[src/rtl/fpu_tx_pkg.sv]
// Shared types for the FPU result transmitter: FSM states, FIFO entry layout, byte indexing.
// FPU_RESULT_TX_PARITY_EN appends an XOR parity byte to every serialized element.
package fpu_tx_pkg;

  localparam int DATA_W     = 32;
  localparam int DATA_BYTES = DATA_W / 8;

`ifdef FPU_RESULT_TX_PARITY_EN
  localparam int NBYTES = DATA_BYTES + 2;
`else
  localparam int NBYTES = DATA_BYTES + 1;
`endif

  localparam int IDX_W = $clog2(NBYTES);

  typedef logic [IDX_W-1:0] byte_idx_t;

  typedef enum logic {
    ST_IDLE = 1'b0,
    ST_SEND = 1'b1
  } state_t;

  typedef struct packed {
    logic              last;
    logic [7:0]        flags;
    logic [DATA_W-1:0] data;
  } fifo_entry_t;

  localparam int ENTRY_W = $bits(fifo_entry_t);

  // Data bytes go out LSB first; the index right after the data selects the flags.
  function automatic logic [7:0] entry_byte(input fifo_entry_t e, input byte_idx_t idx);
    logic [7:0] b;
    b = e.flags;
    for (int i = 0; i < DATA_BYTES; i++) begin
      if (idx == byte_idx_t'(i)) b = e.data[i*8 +: 8];
    end
    return b;
  endfunction

endpackage

[src/rtl/fpu_tx_fifo.sv]
// Synchronous FIFO buffering FPU result entries; writes ignored when full, reads when empty.
module fpu_tx_fifo #(
  parameter int W     = 41,
  parameter int DEPTH = 8
) (
  input  logic                     clk,
  input  logic                     reset,
  input  logic                     i_wr_en,
  input  logic [W-1:0]             i_wr_data,
  input  logic                     i_rd_en,
  output logic [W-1:0]             o_rd_data,
  output logic                     o_full,
  output logic                     o_empty,
  output logic [$clog2(DEPTH):0]   o_level
);

  localparam int AW = $clog2(DEPTH);

  logic [W-1:0]  r_mem [DEPTH];
  logic [AW-1:0] r_wr_ptr;
  logic [AW-1:0] r_rd_ptr;
  logic [AW:0]   r_level;
  logic          w_push;
  logic          w_pop;

  assign o_full    = (r_level == (AW+1)'(DEPTH));
  assign o_empty   = (r_level == '0);
  assign o_level   = r_level;
  assign o_rd_data = r_mem[r_rd_ptr];
  assign w_push    = i_wr_en && !o_full;
  assign w_pop     = i_rd_en && !o_empty;

  always_ff @(posedge clk) begin
    if (w_push) r_mem[r_wr_ptr] <= i_wr_data;
  end

  always_ff @(posedge clk or negedge reset) begin
    if (!reset) begin
      r_wr_ptr <= '0;
      r_rd_ptr <= '0;
      r_level  <= '0;
    end else begin
      if (w_push) r_wr_ptr <= r_wr_ptr + AW'(1);
      if (w_pop)  r_rd_ptr <= r_rd_ptr + AW'(1);
      case ({w_push, w_pop})
        2'b10:   r_level <= r_level + (AW+1)'(1);
        2'b01:   r_level <= r_level - (AW+1)'(1);
        default: r_level <= r_level;
      endcase
    end
  end

endmodule

[src/rtl/fpu_result_tx.sv]
// Buffers FPU results with flags and serializes each into an LSB-first byte stream.
// FPU_RESULT_TX_PARITY_EN adds a trailing XOR parity byte that carries tx_eop/tx_eom.
module fpu_result_tx
  import fpu_tx_pkg::*;
#(
  parameter int DATA_WIDTH = DATA_W,   // must equal fpu_tx_pkg::DATA_W
  parameter int FIFO_DEPTH = 8
) (
  input  logic                          clk,
  input  logic                          reset,
  input  logic                          res_valid,
  output logic                          res_ready,
  input  logic [DATA_WIDTH-1:0]         res_data,
  input  logic [7:0]                    res_flags,
  input  logic                          res_last,
  output logic                          tx_valid,
  input  logic                          tx_ready,
  output logic [7:0]                    tx_byte,
  output logic                          tx_sop,
  output logic                          tx_eop,
  output logic                          tx_eom,
  output logic [$clog2(FIFO_DEPTH):0]   level,
  output state_t                        dbg_state
);

  // Handshakes: a beat moves on a rising edge where valid && ready; the source
  // holds its payload stable and never withdraws valid until that beat completes.

  state_t      r_state;
  state_t      w_state_nxt;
  byte_idx_t   r_idx;
  byte_idx_t   w_idx_nxt;
  fifo_entry_t r_elem;
  fifo_entry_t w_head;
  fifo_entry_t w_wr_entry;
  logic        w_full;
  logic        w_empty;
  logic        w_pop;
  logic        w_xfer;
  logic        w_last_byte;
  logic [7:0]  w_cur_byte;

  assign w_wr_entry = {res_last, res_flags, res_data};
  assign res_ready  = !w_full;

  fpu_tx_fifo #(
    .W     (ENTRY_W),
    .DEPTH (FIFO_DEPTH)
  ) u_fifo (
    .clk       (clk),
    .reset     (reset),
    .i_wr_en   (res_valid),
    .i_wr_data (w_wr_entry),
    .i_rd_en   (w_pop),
    .o_rd_data (w_head),
    .o_full    (w_full),
    .o_empty   (w_empty),
    .o_level   (level)
  );

  assign w_xfer      = tx_valid && tx_ready;
  assign w_last_byte = (r_idx == byte_idx_t'(NBYTES - 1));

`ifdef FPU_RESULT_TX_PARITY_EN
  logic [7:0] r_parity;

  always_comb begin
    w_cur_byte = entry_byte(r_elem, r_idx);
    if (w_last_byte) w_cur_byte = r_parity;
  end

  // Running XOR of the bytes already sent; restarts whenever a new element loads.
  always_ff @(posedge clk or negedge reset) begin
    if (!reset) begin
      r_parity <= '0;
    end else if (w_pop) begin
      r_parity <= '0;
    end else if (w_xfer) begin
      r_parity <= r_parity ^ w_cur_byte;
    end
  end
`else
  assign w_cur_byte = entry_byte(r_elem, r_idx);
`endif

  always_comb begin
    w_state_nxt = r_state;
    w_idx_nxt   = r_idx;
    w_pop       = 1'b0;
    case (r_state)
      ST_IDLE: begin
        if (!w_empty) begin
          w_pop       = 1'b1;
          w_idx_nxt   = '0;
          w_state_nxt = ST_SEND;
        end
      end
      ST_SEND: begin
        if (w_xfer) begin
          if (!w_last_byte) begin
            w_idx_nxt = r_idx + byte_idx_t'(1);
          end else if (!w_empty) begin
            // Chain straight into the next element without an idle bubble.
            w_pop     = 1'b1;
            w_idx_nxt = '0;
          end else begin
            w_idx_nxt   = '0;
            w_state_nxt = ST_IDLE;
          end
        end
      end
      default: begin
        w_state_nxt = ST_IDLE;
        w_idx_nxt   = '0;
      end
    endcase
  end

  always_ff @(posedge clk or negedge reset) begin
    if (!reset) begin
      r_state <= ST_IDLE;
      r_idx   <= '0;
      r_elem  <= '0;
    end else begin
      r_state <= w_state_nxt;
      r_idx   <= w_idx_nxt;
      if (w_pop) r_elem <= w_head;
    end
  end

  always_comb begin
    tx_valid = (r_state == ST_SEND);
    tx_byte  = tx_valid ? w_cur_byte : 8'h00;
    tx_sop   = tx_valid && (r_idx == '0);
    tx_eop   = tx_valid && w_last_byte;
    tx_eom   = tx_eop && r_elem.last;
  end

  assign dbg_state = r_state;

endmodule
[config.mk]
export PLATFORM = sky130hd
export DESIGN_NAME = fpu_result_tx
export DESIGN_NICKNAME = d
export VERILOG_FILES = /design/src/rtl/fpu_tx_pkg.sv /design/src/rtl/fpu_tx_fifo.sv /design/src/rtl/fpu_result_tx.sv
export SDC_FILE = /design/constraint.sdc
export NUM_CORES = 1
export LEC_CHECK = 0
export CAP_MARGIN = 20
export CORE_ASPECT_RATIO = 1.5
export CORE_MARGIN = 10
export CORE_UTILIZATION = 60
export DETAILED_ROUTE_END_ITERATION = 8
export PLACE_DENSITY = 0.9
export SYNTH_ARGS = -nofsm -noshare
export SYNTH_HDL_FRONTEND = slang
export SYNTH_HIERARCHICAL = 1
export SYNTH_SLANG_ARGS = --single-unit
[constraint.sdc]
create_clock -name clk -period 5.15 [get_ports clk]
set_input_delay 1.545 -clock clk [delete_from_list [all_inputs] [get_ports clk]]
set_output_delay 1.545 -clock clk [all_outputs]
set_load 0.02 [all_outputs]
# ---- Word level (Yosys, flattened, before mapping)
# Memories as Yosys holds them, arrays and structs flattened. A register that Yosys moved wholly into a read port is not among the register bits.
# Index checks and enable logic that the tools add are counted.
dict set report totals {
  regBits 14
  mem_bits_rw 328
  out_inout_bits 18
  elab_cells 53
  n_memories 1
}
dict set report op_classes {
  add_sub_neg 5
  eq_ne 9
  mux 19
  n_bitwise 1
  n_reduce_logical 13
}
# memory depth word_bits rd rd_clocked_by_memory_dff write_ports line
set mem_list {}
lappend mem_list {u_fifo.r_mem 8 41 1 1 1 fpu_tx_fifo.sv:19} ;# logic [W-1:0] r_mem [DEPTH];
# operator count
set op_table {}
lappend op_table {{$mux 8} 5}
lappend op_table {{$add 3x1->3 const B} 3}
lappend op_table {{$mux 3} 3}
lappend op_table {{$pmux 4 s2} 1}
lappend op_table {{$mux 1} 7}
lappend op_table {{$eq 3x2->1 const B} 2}
lappend op_table {{$logic_and 1x1->1} 6}
lappend op_table {{$pmux 3 s2} 1}
lappend op_table {{$add 4x1->4 const B} 1}
lappend op_table {{$eq 4x4->1 const B} 1}
lappend op_table {{$logic_not 4->1} 1}
lappend op_table {{$pmux 1 s2} 2}
lappend op_table {{$sub 4x1->4 const B} 1}
lappend op_table {{$eq 3x1->1 const B} 1}
lappend op_table {{$eq 3x3->1 const B} 1}
lappend op_table {{$logic_not 1->1} 3}
lappend op_table {{$logic_not 3->1} 1}
lappend op_table {{$eq 2x1->1 const B} 1}
lappend op_table {{$eq 2x2->1 const B} 1}
lappend op_table {{$ne 2x1->1 const B} 1}
lappend op_table {{$ne 2x2->1 const B} 1}
lappend op_table {{$reduce_and 2->1} 1}
lappend op_table {{$reduce_bool 2->1} 1}
lappend op_table {{$not 1->1} 1}

# ---- Longest topological paths before layout
# Gate-level depths: netlist of run 1.
dict set report logic_depth {
  ltp_word 8
  mapped_depth 12
  ltp_nobuf 11
}

# ---- By module
# The synthesis of run 1 kept the hierarchy.
# module n_inst cells_each area_each_um2 seq_area_each_um2
set by_module_without_submodules {}
lappend by_module_without_submodules {fpu_tx_fifo 1 541 13190.2 10099.7}
lappend by_module_without_submodules {fpu_result_tx 1 186 2314.7 1126.1}

# ---- Worst setup path before layout of run 1
# OpenSTA, ideal clock, no wires.
dict set report synth_timing {
  kind {input -> register}
  from {input port res_valid}
  to {memory u_fifo.r_mem[1][0] (enable)}
  arrival_ns 4.487
  t_required_ns 4.660
  path_slack_ns 0.173
  cell_stages 2
  path_buffers 0
  path_cell_list {nand3_1 nor3_1}
}
dict set report synth_between {
  elab_chain_cells 3
}
# item line
set synth_rtl {}
lappend synth_rtl {{from (decl)} fpu_result_tx.sv:11} ;# input logic res_valid,
lappend synth_rtl {{$logic_and 1x1->1} fpu_tx_fifo.sv:30} ;# assign w_push = i_wr_en && !o_full;
lappend synth_rtl {{$mux 1} fpu_tx_fifo.sv:34} ;# if (w_push) r_mem[r_wr_ptr] <= i_wr_data;
lappend synth_rtl {{$mux 1 (implied by the code)} fpu_tx_fifo.sv:34}
lappend synth_rtl {{to (decl)} fpu_tx_fifo.sv:19}
# No other way between the ends.

# ---- Worst setup path after layout of run 1
dict set report layout_timing {
  from {register r_idx[2]}
  to {output port tx_byte[6]}
}
dict set report layout_between {
  elab_chain_cells 6
}
# item line
set layout_rtl {}
lappend layout_rtl {{from (decl)} fpu_result_tx.sv:31} ;# byte_idx_t r_idx;
lappend layout_rtl {{from (signal assigned)} fpu_result_tx.sv:126} ;# r_idx <= w_idx_nxt;
lappend layout_rtl {{$logic_not 3->1} fpu_tx_pkg.sv:36} ;# if (idx == byte_idx_t'(i)) b = e.data[i*8 +: 8];
lappend layout_rtl {{$mux 8 (3 in a row)} fpu_tx_pkg.sv:36}
lappend layout_rtl {{$mux 8 *} fpu_tx_pkg.sv:36}
lappend layout_rtl {{$mux 8 *} fpu_result_tx.sv:133} ;# tx_byte = tx_valid ? w_cur_byte : 8'h00;
lappend layout_rtl {{to (decl)} fpu_result_tx.sv:18} ;# output logic [7:0] tx_byte,
# Every way passes the cells marked *; elsewhere a longest branch is shown, timed or not.

==> reports/qor.txt, run 1 <==
CTS tree: yes
Inserted Diodes: 0
Hold_buf cts: 0
Total grt overflow: 0
CTS Root Cell: clkbuf_16
Total power: 10.32 mW
Highest Clock Rate: 206.8 MHz
First-pass GRT wire length: 49990 µm
Area used by multi-input combinational logic: 0.003985 mm²
Arr. time, crit path: 3.29 ns
# resized after CTS: 0
Actual slew at the worst max-slew pin: 1.037 ns
Final period util: 0.9390
MaxCap Viol Count: 0
Post-synth ARST share: 0.1436
IO Port Bufs: 62
Core outline area: 0.02567 mm²
Htree depth: 2
R2R setup slack: 1.95 ns
Max-slew violation count: 0
Outcome: completed
Die H: 216.9 µm
Chip width: 151.3 µm
Post-Syn Nets: 783
Gr usage total: 0.2043
Sequential Area: 0.01123 mm²
End of the critical path: tx_byte[6]
Total power density per cell area: 582.1 mW/mm²
Clk slew on worst S/H paths: 0.07 ns
Crit. End Element: output port
Yosys cell types: 50
Setup violations, final: 0
FF-to-FF Start: r_idx[0]
Vias/cell: 6.481
GPL Wtd Cong: 0.8743
R2R Path End: u_fifo/o_level[3]
CTS sink count: 383
Ports: 63
RSZ-0062 raised after global routing: no
Fin nets: 860
Fin worst setup slack: 0.3140 ns
Worst-path maximum fanout: 15
Worst Setup Path Type: flop to output port
P&R area growth vs syn: 14.35%
Wire per inst: 28.51 µm
Yosys reg bits: 383
Final hold vios: 0
Worst VDD drop: 0.4266 mV
Largest net degree at the start of global routing: 56
Row count: 72
Share of layout cells above drive strength 1: 0.2449
Initial core utilization: 0.6039
Worst slew margin relative to its limit: 0.3086
Vias in the first global route: 7847
Post-synthesis instance total: 727
FILL cells: 1447
Clock Skews: 0.01033 ns
Setup Fix Bufs, Post-CTS: 0
Leak pwr: 5.959 nW
CTS Buf Count: 34
DR iter-0 viols: 827
Tmin final: 4.836 ns
Commonest non-fill, non-tap cell in the layout: edfxtp_1
Required @ worst endpoint: 3.61 ns
Routed Wire Length: 33120 µm
Antenna violations before repair: 0
Synth Warn #: 6
Placed wire-length estimate: 18550 µm
Post-synthesis sequential area ratio: 0.7240
Pre-antenna DRT Iters: 5
Post-synth EDFFs: 328
Critical path startpoint category: flop
Syn Std Cell Area: 0.01550 mm²
Clock Latency Late Sink: 0.53 ns
Ys flop type: edfxtp_1
Synthesized area per cell: 21.33 µm²
ANT nets after route: 0
Die area: 0.03280 mm²
Worst hold path type: flop to flop
Worst slack at placement: 0.8756 ns
Commonest non-fill, non-tap cells in the layout: edfxtp_1 (328), mux2_2 (78), clkdlybuf4s50_1 (61)
Drt drc: 0
Worst reg2reg path depth: 11
Post-route setup TNS: 0 ns
Via count: 7531
Crit path from: r_idx[2]
Clock Tree Buf Depth: 3
-- kinds of logic after synthesis --
| logic type | after synthesis | synth area share |
|---|---|---|
| flip-flops | 383 | 0.7240 |
| XOR/XNOR | 6 | 0.003389 |
| AO/OA/AOI/OAI | 39 | 0.01929 |
| adder cells (fa/ha/maj) | 11 | 0.009361 |
| buffers and inverters | 50 | 0.02252 |
| multiplexers | 167 | 0.1921 |
| AND/OR/NAND/NOR | 71 | 0.02929 |
-- worst min path at each step --
stage,start,end,slack (ns),depth (start not counted)
after global routing,r_elem[31],r_elem[31],0.53,1
after detailed placement,r_elem[9],r_elem[9],0.49,1
after global placement,r_elem[9],r_elem[9],0.47,1
after floorplan,r_elem[31],r_elem[31],0.45,1
final,r_elem[31],r_elem[31],0.51,1
after CTS,r_elem[31],r_elem[31],0.51,1
-- state kept, by name, summed over array words and instances, names as in the netlist --
name	flops
u_fifo/r_rd_ptr	3
r_idx	3
r_elem	41
u_fifo/r_mem	328
dbg_state	1
u_fifo/o_level	4
u_fifo/r_wr_ptr	3
-- synthesized netlist by cell type, types with 2 or more instances --
| master | count | area share |
|---|---|---|
| mux4_2 | 35 | 0.051 |
| mux2_1 | 6 | 0.0044 |
| buf_12 | 6 | 0.0077 |
| nand3_1 | 5 | 0.0016 |
| nand2_1 | 10 | 0.0024 |
| dfrtp_1 | 55 | 0.089 |
| ha_1 | 10 | 0.0081 |
| nand2b_1 | 3 | 0.0012 |
| a211oi_1 | 8 | 0.0039 |
| buf_6 | 7 | 0.0051 |
| and3_1 | 2 | 0.00081 |
| nor4_1 | 2 | 0.00081 |
| mux2_2 | 78 | 0.057 |
| o21ai_0 | 13 | 0.0042 |
| nor3_1 | 2 | 0.00065 |
| inv_1 | 10 | 0.0024 |
| nor4b_1 | 7 | 0.0040 |
| buf_2 | 6 | 0.0019 |
| nand3b_1 | 8 | 0.0039 |
| clkbuf_1 | 9 | 0.0022 |
| nor3b_1 | 10 | 0.0048 |
| o311a_1 | 7 | 0.0045 |
| inv_2 | 2 | 0.00048 |
| a21oi_1 | 3 | 0.00097 |
| nor2_1 | 7 | 0.0017 |
| nor2b_1 | 8 | 0.0032 |
| mux4_1 | 47 | 0.080 |
| edfxtp_1 | 328 | 0.64 |
| buf_1 | 8 | 0.0019 |
| xnor2_1 | 5 | 0.0028 |
-- worst max-delay path: stages, from the launching register on --
cell and delay, ns:
dfrtp_1 0.59, clkinv_1 0.35, ha_1 0.42, inv_1 0.36, o21ai_0 0.17, a211oi_1 0.23, clkdlybuf4s50_1 0.65
-- stage by stage --
step	area, µm²	hold WS (ns)	utilization	instances
floorplan	15500	0.4524	-	727
global placement	16490	0.4723	0.6424	1101
detailed placement	16490	0.4878	0.6424	1101
CTS	17730	0.5120	0.6905	1162
global route	17730	0.5289	0.6905	1162
finish	17730	0.5138	0.6905	1162
-- per-layer routing --
metal | global-route usage | routed length (µm) | vias up
met5 | 0 | 0 | -
met4 | 0.08366 | 1165 | 0
met3 | 0.04403 | 2441 | 72
met2 | 0.3360 | 17100 | 374
met1 | 0.2586 | 12420 | 3910
li1 | - | - | 3175
-- cell type report --
class	count	area share
repair buffers	78	0.04573
clock inverters	16	0.01228
inverters	13	0.002752
flip-flops and latches	383	0.6335
multi-input cells	294	0.2248
well taps	333	0.02350
clock buffers	45	0.05745
-- power breakdown --
group	switching (mW)	leakage, nW	internal [mW]	total [mW]
clock	1.09	0.609	1.66	2.75
sequential	0.507	3.63	4.00	4.51
combinational	1.51	1.72	1.55	3.07
total	3.11	5.96	7.21	10.3
No activity file was read; power rests on OpenSTA's default activity.
==> inputs of run 2 (changes only) <==
--- a/config.mk
+++ b/config.mk
@@ -9,6 +9,7 @@
 export CORE_ASPECT_RATIO = 1.5
 export CORE_MARGIN = 10
 export CORE_UTILIZATION = 60
+export CTS_BUF_LIST = sky130_fd_sc_hd__clkbuf_16
 export DETAILED_ROUTE_END_ITERATION = 8
 export PLACE_DENSITY = 0.9
 export SYNTH_ARGS = -nofsm -noshare
==> run 2 against run 1 <==
Clock power shrank 2%. Die area is the same. Critical path depth is the same. First-iteration DRC count shrank 13%. Global-route usage shrank 0.42 points. Wire length shrank 1.9%. Cell area shrank 0.11%. Sequential power is essentially flat. Clock-buffer cell count shrank 6. Sequential share of layout area grew 0.072 points. Total power shrank 0.70%.
==> reports/qor.txt, run 2 (same netlist as run 1, synthesis figures left out) <==
Worst slack at placement: 0.8756 ns
ANT nets after route: 0
Worst slew margin relative to its limit: 0.3231
CTS Root Cell: clkbuf_16
Die area: 0.03280 mm²
Highest Clock Rate: 206.6 MHz
Post-route setup TNS: 0 ns
Total power density per cell area: 578.7 mW/mm²
Worst-path maximum fanout: 15
Final hold vios: 0
Fin Hold WS: 0.5115 ns
Vias/cell: 6.473
CTS Buf Count: 34
Chip width: 151.3 µm
CTS sink count: 383
Fin nets: 860
Sequential fraction of design power: 0.439
Clock share of power: 0.264
Outcome: completed
Total power: 10.25 mW
GPL Wtd Cong: 0.8743
Share of layout cells above drive strength 1: 0.2425
Max incr delay on CP: 0.66 ns
Final cell count without fillers: 1162
Required @ worst endpoint: 3.61 ns
Hold_buf cts: 0
Crit. End Element: output port
Drt drc: 0
Actual slew at the worst max-slew pin: 1.015 ns
Clk slew on worst S/H paths: 0.07 ns
Core outline area: 0.02567 mm²
Tmin final: 4.840 ns
Setup violations, final: 0
Worst Setup Path Type: flop to output port
First-pass GRT wire length: 48960 µm
Max reg flops: 328
Initial core utilization: 0.6039
Pint: 7.173 mW
Clock Tree Buf Depth: 3
Critical path startpoint category: flop
Leak pwr: 5.964 nW
Worst hold path type: flop to flop
Worst VDD drop: 0.4242 mV
Final core occ: 0.6898
Total grt overflow: 0
CTS tree: yes
FILL cells: 1457
Htree depth: 2
Placed instance count: 1101
Pre-antenna DRT Iters: 5
Slowest-stage cell, CP: clkdlybuf4s50_1
Vias in the first global route: 7710
Sw Pwr: 3.076 mW
IO Port Bufs: 62
Routed Wire Length: 32500 µm
Final period util: 0.9398
Clock Latency Late Sink: 0.53 ns
Ports: 63
# resized after CTS: 0
Critical Path, Cell by Cell: clkinv_1 > ha_1 > inv_1 > o21ai_0 > a211oi_1 > clkdlybuf4s50_1
Setup Fix Bufs, Post-CTS: 0
Area post-placement: 0.01649 mm²
Switching part of the total: 0.3001
Largest net degree at the start of global routing: 56
Gr usage total: 0.2002
Final Cell Area: 0.01771 mm²
Antenna violations before repair: 0
Power share of the combinational group: 0.297
Die H: 216.9 µm
RSZ-0062 raised after global routing: no
Arr. time, crit path: 3.30 ns
Commonest non-fill, non-tap cell in the layout: edfxtp_1
DR iter-0 viols: 718
MaxCap Viol Count: 0
Via count: 7522
Inserted Diodes: 0
Placed wire-length estimate: 18550 µm
Wire per inst: 27.97 µm
Fin worst setup slack: 0.3100 ns
Row count: 72
Commonest non-fill, non-tap cells in the layout: edfxtp_1 (328), mux2_2 (78), clkdlybuf4s50_1 (61)
Top reg by flops: u_fifo/r_mem
P&R area growth vs syn: 14.22%
Clock Skews: 0.009834 ns
Max-slew violation count: 0
## run 2: per-layer routing
layer / global-route usage / vias up / part of all wire
li1: - / 3184 / -
met1: 0.2549 / 3899 / 0.38
met2: 0.3351 / 376 / 0.52
met3: 0.04195 / 63 / 0.073
met4: 0.06725 / 0 / 0.027
met5: 0 / - / 0
## run 2: worst max-delay path: cells and delay by family, from the launching register on
family          cells  cell delay, ns
buf+inv             3            1.37
flops               1            0.59
compound gates      2            0.40
fa+ha+maj           1            0.42
## run 2: power by group through the flow
| stage | logic (mW) | registers, mW | clock network (mW) |
|---|---|---|---|
| finish | 3.05 | 4.50 | 2.70 |
| global route | 3.23 | 4.55 | 2.86 |
| floorplan | 2.30 | 4.25 | 0 |
| CTS | 3.06 | 4.49 | 2.74 |
| detailed placement | 2.99 | 4.54 | 0 |
| global placement | 2.92 | 4.48 | 0 |
## run 2: worst paths after layout
path | start | slack (ns) | to | cells after the start
worst min-delay path | r_elem[9] | 0.51 | r_elem[9] | 1
min in group asynchronous | reset | 1.08 | u_fifo/o_level[0] | 1
max in group asynchronous | reset | 3.26 | r_elem[20] | 2
worst max register to register | r_idx[0] | 1.98 | u_fifo/o_level[3] | 11
worst min register to register | r_elem[9] | 0.51 | r_elem[9] | 1
worst max-delay path | r_idx[2] | 0.31 | tx_byte[2] | 6
## run 2: cell type report
class	instances	area [µm²]	share of cell area
clock inverter	22	240.2	0.01357
tap	333	416.7	0.02353
inverter	13	48.80	0.002755
timing repair buffer	78	810.8	0.04578
sequential	383	11230	0.6342
multi-input combinational	294	3985	0.2250
clock buffer	39	975.9	0.05511
